<file path="src/rtl/seg_cathode_scan.sv">
`default_nettype none
// ============================================================================
//  Module   : seg_cathode_scan
//  Purpose  : Segment-side scan controller for the 7-segment display path.
//             It times each digit slot and pulses rotate to step the external
//             anode ring. It drives active-low segment/dp cathodes for the lit
//             digit, checks the ring pattern fed back and re-seeds the ring
//             after a mismatch.
//  Option   : LEADING_ZERO_BLANK_EN - blank leading zero digits (digit 0 is
//             never blanked).
//  Revision : 1.0 - initial release
// ============================================================================
module seg_cathode_scan #(
  parameter int SCAN_DIV  = 100000,
  parameter int BLANK_CYC = 64
) (
  input  logic        clk,
  input  logic        rst,
  input  logic [31:0] digits_in,
  input  logic [7:0]  dp_in,
  input  logic [7:0]  anode_fb,
  output logic        rotate,
  output logic        shift_rst,
  output logic [6:0]  seg,
  output logic        dp,
  output logic        sync_err
);

  localparam int            CW          = $clog2(SCAN_DIV);
  localparam logic [CW-1:0] c_blank_last = CW'(BLANK_CYC - 1);
  localparam logic [CW-1:0] c_show_last  = CW'(SCAN_DIV - BLANK_CYC - 3);
  localparam logic [6:0]    c_seg_off    = 7'h7F;

  typedef enum logic [2:0] {
    ST_SEED  = 3'd0,
    ST_BLANK = 3'd1,
    ST_SHOW  = 3'd2,
    ST_STEP  = 3'd3,
    ST_GAP   = 3'd4
  } state_t;

  state_t          state_q;
  logic [2:0]      idx_q;
  logic [CW-1:0]   cnt_q;
  logic            rotate_q;
  logic            shift_rst_q;
  logic [6:0]      seg_q;
  logic            dp_q;
  logic            sync_err_q;

  logic [3:0]      nib_d;
  logic [6:0]      seg_d;
  logic            dp_d;
  logic [7:0]      fb_exp_d;
  logic            fb_ok_d;

  // Hex nibble to active-low segment code, bit 6 = g .. bit 0 = a.
  function automatic logic [6:0] hex2seg(input logic [3:0] h);
    logic [6:0] s;
    case (h)
      4'h0: s = 7'b1000000;
      4'h1: s = 7'b1111001;
      4'h2: s = 7'b0100100;
      4'h3: s = 7'b0110000;
      4'h4: s = 7'b0011001;
      4'h5: s = 7'b0010010;
      4'h6: s = 7'b0000010;
      4'h7: s = 7'b1111000;
      4'h8: s = 7'b0000000;
      4'h9: s = 7'b0010000;
      4'hA: s = 7'b0001000;
      4'hB: s = 7'b0000011;
      4'hC: s = 7'b1000110;
      4'hD: s = 7'b0100001;
      4'hE: s = 7'b0000110;
      default: s = 7'b0001110;
    endcase
    return s;
  endfunction

  // Cathode values for the current digit, and the anode pattern expected
  // for it. These are captured only on the SHOW entry cycle.
  always_comb begin
    nib_d    = digits_in[{idx_q, 2'b00} +: 4];
    seg_d    = hex2seg(nib_d);
`ifdef LEADING_ZERO_BLANK_EN
    // Blank when this nibble and every higher nibble are zero.
    if ((idx_q != 3'd0) && ((digits_in >> {idx_q, 2'b00}) == 32'd0)) begin
      seg_d = c_seg_off;
    end
`endif
    dp_d     = ~dp_in[idx_q];
    fb_exp_d = ~(8'h01 << idx_q);
    fb_ok_d  = (anode_fb == fb_exp_d);
  end

  // Slot sequencer: SEED -> BLANK -> SHOW -> STEP -> GAP -> BLANK ...
  // The cathodes are switched off at the same edge that enters STEP.
  // They stay off until the cycle after SHOW entry, so they are never lit
  // while the ring moves or before the feedback check has passed.
  always_ff @(posedge clk) begin
    if (!rst) begin
      state_q     <= ST_SEED;
      idx_q       <= 3'd0;
      cnt_q       <= '0;
      rotate_q    <= 1'b0;
      shift_rst_q <= 1'b1;
      seg_q       <= c_seg_off;
      dp_q        <= 1'b1;
      sync_err_q  <= 1'b0;
    end else begin
      rotate_q <= 1'b0;
      case (state_q)
        ST_SEED: begin
          idx_q       <= 3'd0;
          seg_q       <= c_seg_off;
          dp_q        <= 1'b1;
          shift_rst_q <= 1'b1;
          if (cnt_q == CW'(1)) begin
            state_q     <= ST_BLANK;
            cnt_q       <= '0;
            shift_rst_q <= 1'b0;
          end else begin
            cnt_q <= cnt_q + 1'b1;
          end
        end
        ST_BLANK: begin
          if (cnt_q == c_blank_last) begin
            state_q <= ST_SHOW;
            cnt_q   <= '0;
          end else begin
            cnt_q <= cnt_q + 1'b1;
          end
        end
        ST_SHOW: begin
          if ((cnt_q == '0) && !fb_ok_d) begin
            // The ring is out of step, so drop this slot and re-seed.
            sync_err_q  <= 1'b1;
            state_q     <= ST_SEED;
            cnt_q       <= '0;
            idx_q       <= 3'd0;
            shift_rst_q <= 1'b1;
          end else begin
            if (cnt_q == '0) begin
              seg_q <= seg_d;
              dp_q  <= dp_d;
            end
            if (cnt_q == c_show_last) begin
              state_q  <= ST_STEP;
              cnt_q    <= '0;
              rotate_q <= 1'b1;
              seg_q    <= c_seg_off;
              dp_q     <= 1'b1;
            end else begin
              cnt_q <= cnt_q + 1'b1;
            end
          end
        end
        ST_STEP: begin
          idx_q   <= idx_q + 3'd1;
          state_q <= ST_GAP;
        end
        ST_GAP: begin
          state_q <= ST_BLANK;
        end
        default: begin
          state_q <= ST_SEED;
          cnt_q   <= '0;
        end
      endcase
    end
  end

  assign rotate    = rotate_q;
  assign shift_rst = shift_rst_q;
  assign seg       = seg_q;
  assign dp        = dp_q;
  assign sync_err  = sync_err_q;

endmodule
`default_nettype wire
</file>
<file path="config.mk">
export PLATFORM = sky130hd
export DESIGN_NAME = seg_cathode_scan
export DESIGN_NICKNAME = d
export VERILOG_FILES = /design/src/rtl/seg_cathode_scan.sv
export SDC_FILE = /design/constraint.sdc
export NUM_CORES = 1
export LEC_CHECK = 0
export CAP_MARGIN = 30
export CORE_MARGIN = 8
export CORE_UTILIZATION = 53
export CTS_CLUSTER_SIZE = 14
export DETAILED_ROUTE_END_ITERATION = 8
export PLACE_DENSITY_LB_ADDON = 0.2
export SETUP_SLACK_MARGIN = 0.05
export SLEW_MARGIN = 20
export SYNTH_ARGS = -nofsm -noshare
export SYNTH_HDL_FRONTEND = slang
export SYNTH_SLANG_ARGS = --single-unit
</file>
<file path="constraint.sdc">
create_clock -name clk -period 9.3 [get_ports clk]
set_clock_uncertainty 0.1 [all_clocks]
set_input_delay 1.395 -clock clk [delete_from_list [all_inputs] [get_ports clk]]
set_output_delay 1.395 -clock clk [all_outputs]
set_load 0.05 [all_outputs]
</file>
### Word level (Yosys, flattened, before mapping)

Memories as Yosys holds them, arrays and structs flattened.
Cells that the tools add are included.

| storage, ports and cells | value |
|---|---|
| register bits | 34 |
| memory bits (read-only) | 112 |
| input port bits | 50 |
| output and inout port bits | 11 |
| logic and storage cells | 71 |
| memories | 1 |

Memories:

| name | words | width | read ports | clocked after Yosys merged registers in | wr ports | RTL line | source |
|---|---|---|---|---|---|---|---|
| (no name shown) | 16 | 7 | 1 | 0 | 0 | 60 | `case (h)` |

| operators by class | value |
|---|---|
| $add $sub $neg | 2 |
| magnitude comparators | 1 |
| eq/ne operators | 14 |
| shift operators | 2 |
| multiplexer cells | 26 |
| bitwise operators | 4 |
| reductions and logical operators | 13 |

Operator list:

| kind | number |
|---|---|
| $mux W17 | 4 |
| $pmux W17 S4 | 1 |
| $shiftx A32 B6 Y4 | 1 |
| $mux W7 | 3 |
| $add A17 B1 Y17 const B | 1 |
| $eq A17 B1 Y1 const B | 1 |
| $eq A17 B17 Y1 const B | 1 |
| $eq A17 B6 Y1 const B | 1 |
| $logic_not A17 Y1 | 1 |
| $mux W3 | 5 |
| $pmux W3 S5 | 1 |
| $pmux W7 S2 | 1 |
| $pmux W3 S3 | 1 |
| $eq A8 B8 Y1 | 1 |
| $ne A2 B2 Y1 const B | 4 |
| $not A8 Y8 | 1 |
| $shl A1 B3 Y8 const A | 1 |
| $mux W1 | 7 |
| $eq A3 B2 Y1 const B | 2 |
| $ne A3 B3 Y1 const B | 2 |
| $reduce_and A2 Y1 | 3 |
| $reduce_and A3 Y1 | 2 |
| $lt A3 B4 Y1 const B | 1 |
| $pmux W1 S2 | 2 |
| 12 further kinds | 14 |

### Depth between registers and ports, before layout

| logic depth | value |
|---|---|
| depth in word-level cells | 7 |
| depth in mapped cells | 12 |
| gate-level depth less buffers | 9 |

### Least setup slack after synthesis

OpenSTA, ideal clock, no wires.

| timing | value |
|---|---|
| path type | input -> register |
| start point | input digits_in[13] |
| end point | register seg_q[5] (netlist: seg[5]) |
| library setup time | 0.120 ns |
| arrival time | 3.114 ns |
| data required time | 9.080 ns |
| setup slack | 5.966 ns |
| cell stages on the path | 9 |
| path buffers | 0 |
| cell sequence | mux4_2 mux2i_1 inv_1 ha_1 inv_1 mux2i_1 a221oi_1 nand2_1 o31a_1 |

| between the ends | value |
|---|---|
| word-level cells in the longest chain between the ends | 6 |

RTL lines:

| item | RTL line | source |
|---|---|---|
| start, declared | 19 | `input logic [31:0] digits_in,` |
| $shiftx A32 B6 Y4 | 84 | `nib_d = digits_in[{idx_q, 2'b00} +: 4];` |
| $mem_v2 Z16 W7 | n/a |  |
| $mux W7 | 144 | `if (cnt_q == '0) begin` |
| $mux W7 | 148 | `if (cnt_q == c_show_last) begin` |
| $mux W7 | 136 | `if ((cnt_q == '0) && !fb_ok_d) begin` |
| $pmux W7 S2 | 113 | `case (state_q)` |
| end signal, assigned | 116 | `seg_q <= c_seg_off;` |
| end signal, assigned | 145 | `seg_q <= seg_d;` |
| end signal, assigned | 152 | `seg_q <= c_seg_off;` |
| end, declared | 47 | `logic [6:0] seg_q;` |

Every way passes these cells. The select of a mux whose other input is x is not followed.
A chain may end at the register's enable or synchronous reset.

### Final worst setup path

| timing | value |
|---|---|
| start point | input digits_in[12] |
| end point | register seg_q[4] (netlist: seg[4]) |

Same word-level chain as after synthesis.

==> results.txt <==
----------------------------------------------------
[Run status]
  Run status ... finished, final reports clean

[Synthesis]
  Register area share after synthesis ... 28.4%
  Fraction of registers with async set/reset ... 0%
  Area share of the largest cell type after synthesis ... 28.4%
  EDFF count, synth ... 0
  Cell count after synthesis ... 280
  Number of synthesized register bits ... 34
  Leading area contributor after synthesis ... sky130_fd_sc_hd__dfxtp_1
  Mapped Nets ... 345
  Mean area per synthesized cell ... 8.57 um2
  Cell types occupying the most area after synthesis ... sky130_fd_sc_hd__dfxtp_1, sky130_fd_sc_hd__mux4_2, sky130_fd_sc_hd__ha_1
  Most frequently used cell type in the post-synthesis netlist ... sky130_fd_sc_hd__dfxtp_1
  Post-synth cell types ... 57
  Leading cell types by count after synthesis ... sky130_fd_sc_hd__dfxtp_1, sky130_fd_sc_hd__nand2_1, sky130_fd_sc_hd__nor2_1
  Number of warnings printed during yosys synthesis ... 0
  Most instantiated flip-flop cell in the synthesis netlist ... sky130_fd_sc_hd__dfxtp_1
  Synthesized area ... 0.00240 mm2

[Die]
  Std-Cell Core Area ... 0.00435 mm2
  Die height ... 83.3 um
  Full die area ... 0.00693 mm2
  Top Ports ... 61
  Initial Util ... 55.1%
  Row Count ... 24
  Die outline width ... 83.3 um

[Pwr]
  Power density cells ... 155 mW/mm2
  Highest ir drop seen on vdd ... 107 uV
  Clock share of power ... 24.1%
  Switching power ... 184 uW
  Total power ... 482 uW
  Cell Int Power ... 297 uW
  LEAKAGE ... 1.20 nW
  Portion of total power attributed to sequential cells ... 36.4%
  Switching fraction of total power ... 38.3%
  Comb power frac ... 39.4%

[Clock network]
  Clock slew seen by the registers of the worst setup and hold paths ... 0.06 ns
  Quantity of hold-fixing buffers added after cts ... 0
  H-tree levels ... 2
  Number of setup buffers added after CTS ... 0
  Clk Latency, worst-skew pair ... 0.29 ns
  PostCTS Resize Cnt ... 0
  Sink Count ... 34
  Cts bufs inserted ... 5
  Maximum buffer depth of the clock tree ... 2
  CTS tree ... built
  Clock tree root buffer cell ... sky130_fd_sc_hd__clkbuf_8

[Cells and area]
  Area growth syn-to-layout ... 29.7%
  Antenna diodes ... 0
  Layout cell share with drive strength beyond 1 ... 7.99%
  Non-filler instance count after layout ... 390
  Number of nets in the finished design ... 402

[Worst setup path]
  Series of cell instances along the critical path ... clkdlybuf4s50_1 > mux4_2 > mux2i_1 > inv_1 > ha_1 > inv_1 > o21ai_0 > a211oi_1 > nand2_1 > o31a_1
  Kind of cell adding the most delay to the critical path ... multiplexers
  Delay of the slowest cell on the worst path ... 0.48 ns
  Cell type of the slowest stage on the worst timing path ... sky130_fd_sc_hd__mux2i_1
  Worst Path Max Fanout ... 6
  Required @ worst endpoint ... 9.38 ns
  Cell occurring most often along the worst timing path ... sky130_fd_sc_hd__inv_1
  Type of element capturing the critical path ... flip-flop
  Startpoint type of the worst setup path ... input pin
  Reg2Reg Launch Point ... idx_q[0]
  Arrival time at the worst endpoint ... 3.85 ns
  Start point of the critical path ... digits_in[12]
  Crit path buf inv count ... 3
  Worst setup path class ... in -> reg

[Timing]
  Min Clock Period, post-route ... 3.77 ns
  Number of failing hold endpoints at the final stage ... 0
  Final Worst Setup Slack ... 5.53 ns
  Fmax achieved ... 265 MHz
  RSZ-0062 raised after global routing ... false
  Setup-failing EPs final ... 0
  Worst Max-Slew Pin Slew ... 0.725 ns
  Post-route fraction of the period consumed by the critical path ... 40.5%
  Final max-slew violation count ... 0
  Max-Slew Margin vs Limit ... 51.6%
  Setup Total Neg Slack ... 0 ns

[Placement]
  Routability Congestion ... 0.884
  Setup slack at placement ... 5.23 ns
  Count of port buffers added during placement ... 60
  DP HPWL ... 4660 um
  Number of cells in the design after placement ... 380

[Global routing]
  Maximum number of pins on one net before global-route repair ... 17
  Global-route congestion overflow total ... 0
  Wire length of the first global-routing pass ... 10,600 um
  Number of antenna violations at the first check in global routing ... 0
  Tot GR Track Use ... 17.9%
  Via count of the first global-routing pass ... 2,180

[Flow run]
  Max Cap Viol ... 0

[Route]
  Iter 0 DRT Violations ... 239
  Number of remaining DRC errors ... 0
  Average vias per placed instance ... 5.96
  Drt pass-1 iters ... 5
  Total length of routed wires ... 6230 um
  DRT antenna net count ... 0
  Overall via count from detail_route ... 2,324
  Post-DR wirelength/cell ... 16.0 um

[Hold path]
  Worst hold path startpoint ... sync_err
  Min-delay worst type ... reg -> reg

----------------------------------------------------
per-stage QoR:
stage | hold WS (ns) | area [um2] | util [%]
global route | 0.413 | 3110 | 71.5
floorplan | 0.373 | 2400 | -
global placement | 0.357 | 3000 | 69.0
CTS | 0.383 | 3100 | 71.2
detailed placement | 0.365 | 3010 | 69.1
finish | 0.374 | 3110 | 71.5
final cells by class:
class / instances / area, um2
Clock buffer: 7 / 86.3
Sequential cell: 34 / 681
Timing Repair Buffer: 63 / 618
Multi-Input combinational cell: 214 / 1590
Tap cell: 52 / 65.1
Inverter: 19 / 71.3
Clock inverter: 1 / 5.00
Fill cell: 340 / 1240
registers in the layout, indices dropped and copies added, names as in the netlist:
register / flops
cnt_q: 17
seg: 7
idx_q: 3
state_q: 3
dp: 1
rotate: 1
shift_rst: 1
sync_err: 1
logic make-up (layout without fill, tap and decap cells):
| group | after synthesis | count (layout) | synth area share (%) |
|---|---|---|---|
| AOI/OAI and AO/OA | 68 | 68 | 20.4 |
| xor gates and xnor gates | 9 | 9 | 3.29 |
| adders and majority gates | 15 | 15 | 7.82 |
| buffers and inverters | 32 | 90 | 5.53 |
| DFF | 34 | 34 | 28.4 |
| muxes | 16 | 16 | 11.9 |
| and+or+nand+nor | 106 | 106 | 22.7 |
cells in the final DEF, fill, tap and decap left out, types with 6 or more instances in the layout:
| cell type | netlist | routed |
|---|---|---|
| sky130_fd_sc_hd__a21oi_1 | 6 | 6 |
| sky130_fd_sc_hd__clkdlybuf4s50_1 | 0 | 60 |
| sky130_fd_sc_hd__clkbuf_8 | 0 | 6 |
| sky130_fd_sc_hd__mux2i_1 | 6 | 6 |
| sky130_fd_sc_hd__nand2_1 | 29 | 29 |
| sky130_fd_sc_hd__nor3_1 | 6 | 6 |
| sky130_fd_sc_hd__nand3_1 | 15 | 15 |
| sky130_fd_sc_hd__ha_1 | 15 | 15 |
| sky130_fd_sc_hd__nand4_1 | 9 | 9 |
| sky130_fd_sc_hd__mux4_2 | 10 | 10 |
| sky130_fd_sc_hd__nor2_1 | 19 | 19 |
| sky130_fd_sc_hd__xor2_1 | 6 | 6 |
| sky130_fd_sc_hd__dfxtp_1 | 34 | 34 |
| sky130_fd_sc_hd__o21ai_0 | 13 | 13 |
| sky130_fd_sc_hd__inv_1 | 18 | 18 |
power groups by stage:
stage | Combinational (mW) | Clock [mW] | Sequential (mW)
floorplan | 0.127 | 0 | 0.190
global placement | 0.185 | 0 | 0.178
detailed placement | 0.187 | 0 | 0.178
CTS | 0.189 | 0.117 | 0.175
global route | 0.208 | 0.124 | 0.178
finish | 0.190 | 0.116 | 0.175
worst reg2reg max path, cell delays in order, from the launching register on:
cell and delay [ns]:
sky130_fd_sc_hd__dfxtp_1 0.79, sky130_fd_sc_hd__inv_1 0.21, sky130_fd_sc_hd__ha_1 0.33, sky130_fd_sc_hd__nor4bb_1 0.29
sky130_fd_sc_hd__nand2_1 0.08, sky130_fd_sc_hd__a311oi_1 0.49, sky130_fd_sc_hd__a211oi_1 0.14, sky130_fd_sc_hd__and3b_1 0.54
sky130_fd_sc_hd__o311ai_0 0.23, sky130_fd_sc_hd__o31a_1 0.14
layer usage:
layer  global-route usage [%]  routed length (um)  vias up  part of all wire, %
li1                         -                   -     1162                    -
met1                     23.2                2720     1074                   44
met2                     27.4                2970       72                   48
met3                     4.69                 367       16                  5.9
met4                     7.19                 176        0                  2.8
met5                        0                   0        -                    0
worst paths after layout:
path / endpoint / slack [ns] / depth (start not counted)
max: seg[4] / 5.53 / 10
min: sync_err / 0.37 / 2
max reg2reg: seg[2] / 5.85 / 9
min reg2reg: sync_err / 0.37 / 2
Note: power is estimated with default switching activity, not from simulation.
